`src/rtl/vga_sync.sv`:
```
// VGA raster timing generator.
// A clock divider produces the pixel-enable strobe p_tick. On each strobe the
// horizontal position x advances, and y advances when x wraps. hsync, vsync,
// video_on and frame_start are registered from the next-state counter values,
// so they always describe the (x,y) that is presented in the same cycle.
module vga_sync #(
    parameter int H_DISPLAY = 640,
    parameter int H_FRONT   = 16,
    parameter int H_SYNC    = 96,
    parameter int H_BACK    = 48,
    parameter int V_DISPLAY = 480,
    parameter int V_FRONT   = 10,
    parameter int V_SYNC    = 2,
    parameter int V_BACK    = 33,
    parameter int PIX_DIV   = 2     // clk cycles per pixel, 1..4
) (
    input  logic       clk,
    input  logic       rst_n,
    output logic [9:0] x,
    output logic [9:0] y,
    output logic       hsync,
    output logic       vsync,
    output logic       video_on,
    output logic       p_tick,
    output logic       frame_start
);

    localparam int H_TOTAL = H_DISPLAY + H_FRONT + H_SYNC + H_BACK;
    localparam int V_TOTAL = V_DISPLAY + V_FRONT + V_SYNC + V_BACK;

    localparam logic [1:0] DIV_LAST = 2'(PIX_DIV - 1);
    localparam logic [9:0] X_LAST   = 10'(H_TOTAL - 1);
    localparam logic [9:0] Y_LAST   = 10'(V_TOTAL - 1);
    localparam logic [9:0] X_VIS    = 10'(H_DISPLAY);
    localparam logic [9:0] Y_VIS    = 10'(V_DISPLAY);
    localparam logic [9:0] HS_FIRST = 10'(H_DISPLAY + H_FRONT);
    localparam logic [9:0] HS_LAST  = 10'(H_DISPLAY + H_FRONT + H_SYNC - 1);
    localparam logic [9:0] VS_FIRST = 10'(V_DISPLAY + V_FRONT);
    localparam logic [9:0] VS_LAST  = 10'(V_DISPLAY + V_FRONT + V_SYNC - 1);

    logic [1:0] div_cnt;
    logic [1:0] div_nxt;
    logic [9:0] x_nxt;
    logic [9:0] y_nxt;
    logic       x_wrap;
    logic       y_wrap;
    logic       hsync_nxt;
    logic       vsync_nxt;
    logic       video_on_nxt;
    logic       frame_start_nxt;

    // The strobe is a pure decode of the divider, so it tracks div_cnt in reset too.
    assign p_tick = (div_cnt == DIV_LAST);
    assign x_wrap = (x == X_LAST);
    assign y_wrap = (y == Y_LAST);

    // Next divider/position values and the sync/visibility decode of that next position.
    always_comb begin
        div_nxt         = div_cnt + 2'd1;
        x_nxt           = x;
        y_nxt           = y;
        frame_start_nxt = 1'b0;
        if (p_tick) begin
            div_nxt = 2'd0;
            if (x_wrap) begin
                x_nxt = 10'd0;
                if (y_wrap) begin
                    y_nxt           = 10'd0;
                    frame_start_nxt = 1'b1;
                end else begin
                    y_nxt = y + 10'd1;
                end
            end else begin
                x_nxt = x + 10'd1;
            end
        end
        hsync_nxt    = !((x_nxt >= HS_FIRST) && (x_nxt <= HS_LAST));
        vsync_nxt    = !((y_nxt >= VS_FIRST) && (y_nxt <= VS_LAST));
        video_on_nxt = (x_nxt < X_VIS) && (y_nxt < Y_VIS);
    end

    // Counter and registered output update; reset wins over any pending advance.
    always_ff @(posedge clk) begin
        if (!rst_n) begin
            div_cnt     <= 2'd0;
            x           <= 10'd0;
            y           <= 10'd0;
            hsync       <= 1'b1;
            vsync       <= 1'b1;
            video_on    <= 1'b1;
            frame_start <= 1'b0;
        end else begin
            div_cnt     <= div_nxt;
            x           <= x_nxt;
            y           <= y_nxt;
            hsync       <= hsync_nxt;
            vsync       <= vsync_nxt;
            video_on    <= video_on_nxt;
            frame_start <= frame_start_nxt;
        end
    end

endmodule

```
`config.mk`:
```
export PLATFORM = sky130hd
export DESIGN_NAME = vga_sync
export DESIGN_NICKNAME = d
export VERILOG_FILES = /design/src/rtl/vga_sync.sv
export SDC_FILE = /design/constraint.sdc
export NUM_CORES = 1
export LEC_CHECK = 0
export CAP_MARGIN = 5
export CORE_ASPECT_RATIO = 1.25
export CORE_MARGIN = 2
export CORE_UTILIZATION = 46
export DETAILED_ROUTE_END_ITERATION = 8
export GPL_ROUTABILITY_DRIVEN = 0
export GPL_TIMING_DRIVEN = 0
export HOLD_SLACK_MARGIN = 0.05
export PLACE_DENSITY = 0.83
export SETUP_SLACK_MARGIN = 0.05
export SYNTH_ARGS = -nofsm -noshare
export SYNTH_HDL_FRONTEND = slang
export SYNTH_SLANG_ARGS = --single-unit
```
`constraint.sdc`:
```
create_clock -name clk -period 2.25 [get_ports clk]
set_clock_uncertainty 0.1 [all_clocks]
set_input_delay 0.3375 -clock clk [delete_from_list [all_inputs] [get_ports clk]]
set_output_delay 0.3375 -clock clk [all_outputs]
set_load 0.03 [all_outputs]
```
==> impl_metrics.yaml <==
status:
  status: "finished with violations"
  violations: "negative setup slack"
drt:
  drt_iter0_drc: 46
  wire_per_inst_um: 15.0
  routed_wirelength_um: 3460
  vias_per_cell: 5.65
  drc: 0
  via_count: 1299
  ant_nets: 0
  first_pass_iters: 4
power_and_ir_drop:
  combinationalPowerShare: 0.087
  switching_power_mw: 0.186
  seqPwrFrac: 0.546
  ir_worst_vdd_mv: 0.470
  clockPowerShare: 0.367
  power_density_nw_per_um2: 466
  internal-power_mw: 0.682
  p_sw_frac: 0.214
  power_mw: 0.869
  leakagePower_nw: 0.682
timing:
  min_period_ns: 2.32
  max_freq_ghz: 0.431
  drv_slew: 0
  post-route-period-util: 1.03
  setup_viol: 2
  worst_slack_ns: -0.0707
  rsz0062_at_grt: "yes"
  whs_ns: 0.381
  tightest_slew_ns: 0.436
  maxSlewHeadroom: 0.707
  tns_ns: -0.112
  hold_violations: 0
die:
  num_io_pins: 27
  start_util: 0.478
  fp.dieArea_um2: 3460
  die_h_um: 65.3
  dieWidth_um: 53.0
  coreArea_um2: 2890
  fp-row-count: 22
setup_path:
  crit_start: "x[6]$_SDFF_PN0_"
  max_stage_delay_ns: 0.57
  setup.worst_path.start_class: "flip-flop"
  reg2reg_from: "x[6]$_SDFF_PN0_"
  cp_slowest_cell: "or4_4"
  required_ns: 2.40
  crit_chain: "or3_4 > or4_4 > buf_4 > nor4_4 > xnor2_1 > nor2_1 > a211oi_2"
  cp_num_buf_inv: 1
  end_kind: "flip-flop"
  cp.arrival_ns: 2.47
  cp_top_family: "simple AND/OR/NAND/NOR gates"
  worst-path-max-fanout: 4
  worstSetupPathType: "reg -> reg"
synth:
  ys_types: 44
  synthFlopType: "dfxtp_1"
  yosysSeqAreaShare: 0.376
  synth_top_area_cell: "dfxtp_1"
  netlist.area_leader.share: 0.376
  synth_edf_count: 0
  synth_cells: 158
  synthArstFlopShare: 0
  synth_nets: 164
  netlist_area_um2: 1380
  ys_warn_count: 0
  synthTopCellsByArea: "dfxtp_1 (38%), xnor2_1 (5.7%), xor2_1 (3.8%)"
  synth.avg_cell_area_um2: 8.75
  synth_seq_cells: 26
place:
  dp_slack_ns: -0.0870
  io_buffers: 26
  hpwl_um: 2270
clock_network:
  clk-insertion-delay-late_ns: 0.32
  cts_max_level: 1
  cts_max_path_buffers: 2
  holdBufCountCts: 0
  cts_made_buffers: 3
  cts_tree: "built"
  cts.sinks: 26
  clkTransAtPathRegs_ns: 0.15
  root_buffer: "clkbuf_4"
grt:
  grt_pass1_wl_um: 5660
  antenna_found_initial: 0
  grt_max_degree: 16
  track_usage: 0.218
  grt_pass1_vias: 1266
  grt_overflow_total: 0
layout:
  mostFrequentLayoutCells: "clkdlybuf4s50_1 (26), dfxtp_1 (21), nor2_1 (11), nand2_1 (10)"
  drive_gt1_frac: 0.180
  n_antenna_cell: 0
  layout_commonest_cell: "clkdlybuf4s50_1"
  area_growth_pct: 34.8
  nets: 201
worst_hold_path:
  hold_start: "div_cnt[0]$_SDFF_PP0_"
  hold_path.class: "reg -> reg"
job:
  max_cap_viol_count: 0
-- worst register-to-register path, stage by stage (launching register included) --
cell	delay (ns)
dfxtp_4	0.37
or3_4	0.39
or4_4	0.57
buf_4	0.17
nor4_4	0.17
xnor2_1	0.17
nor2_1	0.10
a211oi_2	0.21
-- through the flow --
stage | cells | instance area [um2] | utilization
finish | 230 | 1860 | 0.645
global placement | 220 | 1710 | 0.592
detailed placement | 220 | 1710 | 0.592
global route | 230 | 1860 | 0.645
CTS | 230 | 1850 | 0.639
floorplan | 158 | 1410 | -
-- path summary, 6_finish.rpt --
check | slack (ns) | cells after the start | end
worst max register to register | -0.07 | 7 | video_on$_SDFF_PN1_
worst max-delay path | -0.07 | 7 | video_on$_SDFF_PN1_
worst min register to register | 0.38 | 1 | div_cnt[0]$_SDFF_PP0_
worst min-delay path | 0.38 | 1 | div_cnt[0]$_SDFF_PP0_
-- sequential cells by signal (all words and copies together), names as in the netlist --
| name | count |
|---|---|
| vsync | 1 |
| y | 10 |
| div_cnt | 2 |
| frame_start | 1 |
| hsync | 1 |
| x | 10 |
| video_on | 1 |
-- synth_stat cells, drive strengths merged, types with 6 or more instances --
cell	n
nand3	8
nand2	10
xnor2	9
dfxtp	26
nor2	12
inv	6
xor2	6
nor3	6
and2	6
nor2b	7
-- layer usage --
layer | global-route usage | vias up | part of all wire | routed length [um]
li1 | - | 632 | - | -
met1 | 0.256 | 608 | 0.42 | 1450
met2 | 0.384 | 53 | 0.51 | 1770
met3 | 0.0318 | 6 | 0.045 | 154
met4 | 0.0929 | 0 | 0.022 | 75
met5 | 0 | - | 0 | 0
-- logic make-up (layout without fill, tap and decap cells) --
kind of cell    Yosys count  after routing  share of synthesized area
simple gates             76             76                      0.315
flops                    26             26                      0.376
xor+xnor                 15             15                     0.0950
fa+ha+maj                 4              4                     0.0362
compound gates           23             23                      0.112
buf+inv                  14             50                     0.0651
-- repair_timing --
action	in CTS	in global routing
pin swaps	8	3
resized for setup	10	4
setup endpoints to repair	4	6
setup buffers	8	0
-- power groups by stage --
stage	registers, mW	clock network (mW)	logic (mW)
after floorplan	0.494	0	0.0470
after global placement	0.487	0	0.0739
after detailed placement	0.488	0	0.0757
after CTS	0.474	0.324	0.0768
after global routing	0.475	0.339	0.0839
final	0.474	0.319	0.0759
-- cell type report --
| cell class | instances | area, um2 |
|---|---|---|
| fill | 249 | 1030 |
| buffer | 6 | 48.8 |
| clock buffer | 3 | 22.5 |
| sequential | 26 | 534 |
| tap | 36 | 45.0 |
| multi-input combinational | 118 | 841 |
| clock inverter | 1 | 30.0 |
| timing repair buffer | 34 | 320 |
| inverter | 6 | 22.5 |
(Power assumes the default switching activity.)
